$ cat config.mk
export PLATFORM = sky130hd
export DESIGN_NAME = otsu_sweep_controller
export DESIGN_NICKNAME = d
export VERILOG_FILES = /design/src/rtl/otsu_pkg.sv /design/src/rtl/otsu_sweep_controller_sweep_index_counter.sv /design/src/rtl/otsu_sweep_controller.sv
export SDC_FILE = /design/constraint.sdc
export NUM_CORES = 1
export LEC_CHECK = 0
export BUFFER_PORTS_ARGS = -buffer_cell sky130_fd_sc_hd__buf_2
export CORE_MARGIN = 1
export CORE_UTILIZATION = 30
export CTS_CLUSTER_DIAMETER = 50
export DETAILED_ROUTE_END_ITERATION = 8
export PLACE_DENSITY = 0.56
export SYNTH_ARGS = -nofsm -noshare
export SYNTH_HDL_FRONTEND = slang
export SYNTH_SLANG_ARGS = --single-unit
$ cat constraint.sdc
create_clock -name clk -period 3.6 [get_ports clk]
set_clock_uncertainty 0.1 [all_clocks]
set_input_delay 0 -clock clk [delete_from_list [all_inputs] [get_ports clk]]
set_output_delay 0 -clock clk [all_outputs]
set_load 0.01 [all_outputs]
$ cat src/rtl/otsu_pkg.sv
// Shared constants for the Otsu sweep controller: default sizing and FSM state encodings.
package otsu_pkg;

  localparam int unsigned BINS_DEF    = 256;
  localparam int unsigned BIN_W_DEF   = 8;
  localparam int unsigned COUNT_W_DEF = 32;

  localparam logic [2:0] ST_IDLE    = 3'd0;
  localparam logic [2:0] ST_CLEAR   = 3'd1;
  localparam logic [2:0] ST_READ    = 3'd2;
  localparam logic [2:0] ST_WAIT_RD = 3'd3;
  localparam logic [2:0] ST_ISSUE   = 3'd4;
  localparam logic [2:0] ST_DRAIN   = 3'd5;
  localparam logic [2:0] ST_REPORT  = 3'd6;

endpackage

$ cat src/rtl/otsu_sweep_controller_sweep_index_counter.sv
// Nested bin/threshold counter for the Otsu sweep, with terminal-value flags.
// Terminal values are checked by the caller before incrementing, so neither counter wraps in a sweep.
module sweep_index_counter #(
  parameter int unsigned BINS  = otsu_pkg::BINS_DEF,
  parameter int unsigned BIN_W = otsu_pkg::BIN_W_DEF
) (
  input  logic             clk,
  input  logic             reset,
  input  logic             bin_clear,
  input  logic             bin_inc,
  input  logic             thr_clear,
  input  logic             thr_inc,
  output logic [BIN_W-1:0] bin,
  output logic [BIN_W-1:0] thr,
  output logic             bin_last,
  output logic             thr_last
);

  localparam logic [BIN_W-1:0] LAST = BIN_W'(BINS - 1);

  // Bin counter: restarts at every threshold pass.
  always_ff @(posedge clk) begin
    if (reset)          bin <= '0;
    else if (bin_clear) bin <= '0;
    else if (bin_inc)   bin <= bin + 1'b1;
  end

  // Threshold counter: restarts at sweep start and after the final report.
  always_ff @(posedge clk) begin
    if (reset)          thr <= '0;
    else if (thr_clear) thr <= '0;
    else if (thr_inc)   thr <= thr + 1'b1;
  end

  assign bin_last = (bin == LAST);
  assign thr_last = (thr == LAST);

endmodule

$ cat src/rtl/otsu_sweep_controller.sv
// Otsu sweep controller: for each threshold t walks all histogram bins, reads n_i and hands
// (i, n_i, t) to the w0/w1 accumulators, then reports the finished threshold downstream.
// Optional feature: define SKIP_EMPTY_BIN_EN to skip the transfer of bins whose count is zero.
module otsu_sweep_controller
  import otsu_pkg::*;
#(
  parameter int unsigned BINS    = BINS_DEF,
  parameter int unsigned BIN_W   = BIN_W_DEF,
  parameter int unsigned COUNT_W = COUNT_W_DEF
) (
  input  logic               clk,
  input  logic               reset,
  input  logic               start,
  output logic               busy,
  output logic               done,
  output logic               hist_rd_en,
  output logic [BIN_W-1:0]   hist_rd_addr,
  input  logic [COUNT_W-1:0] hist_rd_data,
  output logic               acc_clear,
  output logic               bin_valid,
  input  logic               bin_ready,
  output logic [BIN_W-1:0]   bin_i,
  output logic [COUNT_W-1:0] bin_n,
  output logic [BIN_W-1:0]   threshold,
  input  logic               acc_idle,
  output logic               thr_valid,
  input  logic               thr_ack
);

  logic [2:0]       state, state_nxt;
  logic [BIN_W-1:0] bin, thr;
  logic             bin_last, thr_last;
  logic             bin_clear, bin_inc, thr_clear, thr_inc;
  logic             load_payload, done_set;

  sweep_index_counter #(
    .BINS  (BINS),
    .BIN_W (BIN_W)
  ) u_index (
    .clk       (clk),
    .reset     (reset),
    .bin_clear (bin_clear),
    .bin_inc   (bin_inc),
    .thr_clear (thr_clear),
    .thr_inc   (thr_inc),
    .bin       (bin),
    .thr       (thr),
    .bin_last  (bin_last),
    .thr_last  (thr_last)
  );

  // Next-state and counter control decode.
  always_comb begin
    state_nxt    = state;
    bin_clear    = 1'b0;
    bin_inc      = 1'b0;
    thr_clear    = 1'b0;
    thr_inc      = 1'b0;
    load_payload = 1'b0;
    done_set     = 1'b0;
    case (state)
      ST_IDLE: begin
        // done is high only in the first IDLE cycle; a start there is dropped.
        if (start && !done) begin
          state_nxt = ST_CLEAR;
          thr_clear = 1'b1;
        end
      end
      ST_CLEAR: begin
        state_nxt = ST_READ;
        bin_clear = 1'b1;
      end
      ST_READ: state_nxt = ST_WAIT_RD;
      ST_WAIT_RD: begin
`ifdef SKIP_EMPTY_BIN_EN
        if (hist_rd_data == '0) begin
          if (bin_last) begin
            state_nxt = ST_DRAIN;
          end else begin
            bin_inc   = 1'b1;
            state_nxt = ST_READ;
          end
        end else begin
          load_payload = 1'b1;
          state_nxt    = ST_ISSUE;
        end
`else
        load_payload = 1'b1;
        state_nxt    = ST_ISSUE;
`endif
      end
      ST_ISSUE: begin
        if (bin_ready) begin
          if (bin_last) begin
            state_nxt = ST_DRAIN;
          end else begin
            bin_inc   = 1'b1;
            state_nxt = ST_READ;
          end
        end
      end
      ST_DRAIN: begin
        if (acc_idle) state_nxt = ST_REPORT;
      end
      ST_REPORT: begin
        if (thr_ack) begin
          if (thr_last) begin
            state_nxt = ST_IDLE;
            done_set  = 1'b1;
            thr_clear = 1'b1;
          end else begin
            thr_inc   = 1'b1;
            state_nxt = ST_CLEAR;
          end
        end
      end
      default: state_nxt = ST_IDLE;
    endcase
  end

  // State register and done pulse.
  always_ff @(posedge clk) begin
    if (reset) begin
      state <= ST_IDLE;
      done  <= 1'b0;
    end else begin
      state <= state_nxt;
      done  <= done_set;
    end
  end

  // Transfer payload: captured once per bin, held stable through any back-pressure.
  always_ff @(posedge clk) begin
    if (reset) begin
      bin_i <= '0;
      bin_n <= '0;
    end else if (load_payload) begin
      bin_i <= bin;
      bin_n <= hist_rd_data;
    end
  end

  assign busy         = (state != ST_IDLE);
  assign acc_clear    = (state == ST_CLEAR);
  assign hist_rd_en   = (state == ST_READ);
  assign hist_rd_addr = bin;
  assign bin_valid    = (state == ST_ISSUE);
  assign thr_valid    = (state == ST_REPORT);
  assign threshold    = thr;

endmodule

==> results.json <==
{
  "worst_slew_pin_slew_ns": 0.888,
  "finalNetCount": 473,
  "synthTopCellsByArea": "dfxtp_1 49%, nand2_1 14%, a21oi_1 9.7%, nor2_1 2.6%, xor2_1 2.5%",
  "drt-initial-drc-count": 34,
  "status": "finished clean",
  "area_delta_synth_final_pct": 43.5,
  "num_antenna_cells": 0,
  "cts_sinks": 60,
  "worstSetupStartpoint": "state[1]$_SDFFE_PP0P_",
  "start_util_pct": 31.4,
  "power_density_nw_per_um2": 398,
  "clkTransAtPathRegs_ns": 0.07,
  "hold_viol_final": 0,
  "firstDrtPassIters": 4,
  "worstSetupPathType": "reg -> reg",
  "yosysSeqAreaShare_pct": 48.7,
  "syn_nets": 347,
  "slew_headroom_pct": 40.8,
  "crit_path_end_kind": "flip-flop",
  "routed_via_density": 4.64,
  "fin_crit_ns": 2.18,
  "cts_tree": "yes",
  "hp-class": "in -> reg",
  "timing.final.crit_share_pct": 60.6,
  "grt_max_degree": 49,
  "die_width_um": 92.6,
  "leakagePower_uw": 0.00154,
  "grt_pass1_wl_mm": 10.3,
  "io_pins": 100,
  "cts_resized": 0,
  "internal_power_uw": 1060,
  "netSwitchingFraction_pct": 24.9,
  "cp_max_fo": 24,
  "synth_common_cells": "89 x nand2_1, 60 x dfxtp_1, 48 x a21oi_1",
  "power_frac_clock_pct": 38.5,
  "die_h_um": 92.6,
  "synth_cell_type_count": 41,
  "cts_buffer_depth": 2,
  "wire_per_inst_um": 12.0,
  "syn_inst": 307,
  "ys_async_sr_fraction_pct": 0,
  "yosys_warnings": 0,
  "ys.flop_type": "dfxtp_1",
  "portBuffers": 99,
  "via_count": 2494,
  "routabilityCongestion": 0.712,
  "synthesis.area_sq_um": 2460,
  "fin_area_sq_um": 3540,
  "antenna_found_initial": 0,
  "timing.rr.start": "state[1]$_SDFFE_PP0P_",
  "hpwl_mm": 4.16,
  "synth_top_area_share_pct": 48.7,
  "drt_wl_total_mm": 6.47,
  "p_switching_uw": 351,
  "yosysMostFrequentCell": "nand2_1",
  "p_comb_share_pct": 11.6,
  "fin_setup_tns_ns": 0,
  "rsz0062_at_grt": "no",
  "ant_nets": 0,
  "clockRootBuffer": "clkbuf_8",
  "grt_overflow": 0,
  "required_ns": 3.74,
  "cp-start-kind": "flip-flop",
  "clk_latency_ns": 0.33,
  "drc_errors": 0,
  "seqPwrFrac_pct": 50.0,
  "slew_violations": 0,
  "core_area_sq_um": 7850,
  "dieArea_sq_um": 8580,
  "min-delay-start": "start",
  "rows": 32,
  "synth_edf_count": 0,
  "placed_area_sq_um": 3010,
  "ctsHoldBuffers": 35,
  "layout-drive-gt1-share_pct": 27.3,
  "ys_seq_elements": 60,
  "h-tree-depth": 3,
  "ir_worst_vdd_mv": 0.185,
  "grt_pass1_vias": 2277,
  "grt_usage_pct": 15.1,
  "hold_slack_ns": 0.0563,
  "synth.largest_area_cell": "dfxtp_1",
  "arrival_ns": 2.32,
  "setup_viol": 0,
  "fmax_mhz": 459,
  "synth.avg_cell_area_sq_um": 8.03,
  "cap_violations": 0,
  "cts_buffers": 9,
  "cts_setup_buffers": 0
}
critical path, stage by stage, from the launching register on:
cell and delay, ns:
dfxtp_1 0.67, nand2_1 0.15, nor2_2 0.55, buf_4 0.39, nand2_1 0.08, a21oi_1 0.14
flip-flops by register name (all words and copies together), names as in the netlist:
signal and count:
state 3, bin_i 8, u_index.bin 8, u_index.thr 8, done 1, bin_n 32
logic make-up (layout without fill, tap and decap cells):
group	Yosys count	after routing	synth area share (%)
simple gates	144	144	27.1
compound gates	70	70	16.0
flops	60	60	48.7
buf+inv	22	151	3.81
xor+xnor	7	7	2.49
fa+ha+maj	2	2	1.02
mux	2	2	0.812
stage by stage:
| step | utilization [%] | power (uW) | std cells | setup slack [ns] |
|---|---|---|---|---|
| floorplan | - | 802 | 307 | 1.94 |
| global placement | 38.4 | 852 | 489 | 1.43 |
| detailed placement | 38.4 | 853 | 489 | 1.38 |
| CTS | 45.1 | 1440 | 538 | 1.37 |
| global route | 45.1 | 1480 | 538 | 1.18 |
| finish | 45.1 | 1410 | 538 | 1.42 |
cell type report:
cell class / count / area (sq um)
Fill cell: 825 / 4310
Multi-Input combinational cell: 225 / 1170
Clock buffer: 12 / 165
Tap cell: 102 / 128
Sequential cell: 60 / 1200
Timing Repair Buffer: 135 / 853
Inverter: 2 / 7.51
Clock inverter: 2 / 10.0
power by group through the flow:
stage          Combinational (uW)  Sequential, uW  Clock (uW)
5_1_grt                       181             706         596
4_1_cts                       165             703         570
2_1_floorplan                90.5             712           0
3_5_place_dp                  135             718           0
6_report                      163             704         542
3_3_place_gp                  134             717           0
routing by layer:
metal,GRT usage (%),part of all wire (%)
met2,24.9,46
met3,5.58,6.6
met1,17.9,46
met4,5.51,0.97
met5,0,0
final timing paths:
check / cells past startpoint / slack, ns / endpoint
hold / removal: 4 / 0.06 / state[0]$_SDFFE_PP0P_
setup / recovery: 5 / 1.42 / bin_n[24]$_SDFFE_PP0P_
setup reg to reg: 5 / 1.42 / bin_n[24]$_SDFFE_PP0P_
hold reg to reg: 2 / 0.35 / bin_n[0]$_SDFFE_PP0P_
placed cells by master, fill, tap and decap left out, types with 2 or more instances in the layout:
cell type | Yosys | routed
nand4_1 | 4 | 4
mux2i_1 | 2 | 2
and4_1 | 2 | 2
nand3_1 | 7 | 7
dlygate4sd3_1 | 0 | 35
o2111ai_1 | 2 | 2
o211ai_1 | 5 | 5
dfxtp_1 | 60 | 60
nor3b_1 | 2 | 2
inv_1 | 2 | 2
clkinv_2 | 0 | 2
and3_1 | 4 | 4
or2_0 | 2 | 2
or3_1 | 2 | 2
ha_1 | 2 | 2
nor2_1 | 17 | 16
and4b_1 | 2 | 2
nor3_1 | 4 | 4
clkbuf_8 | 0 | 12
xor2_1 | 7 | 7
or4_1 | 2 | 2
buf_2 | 3 | 99
nand2_1 | 89 | 89
a21oi_1 | 48 | 48
o21ai_0 | 5 | 5
Note: power is estimated with default switching activity, not from simulation.
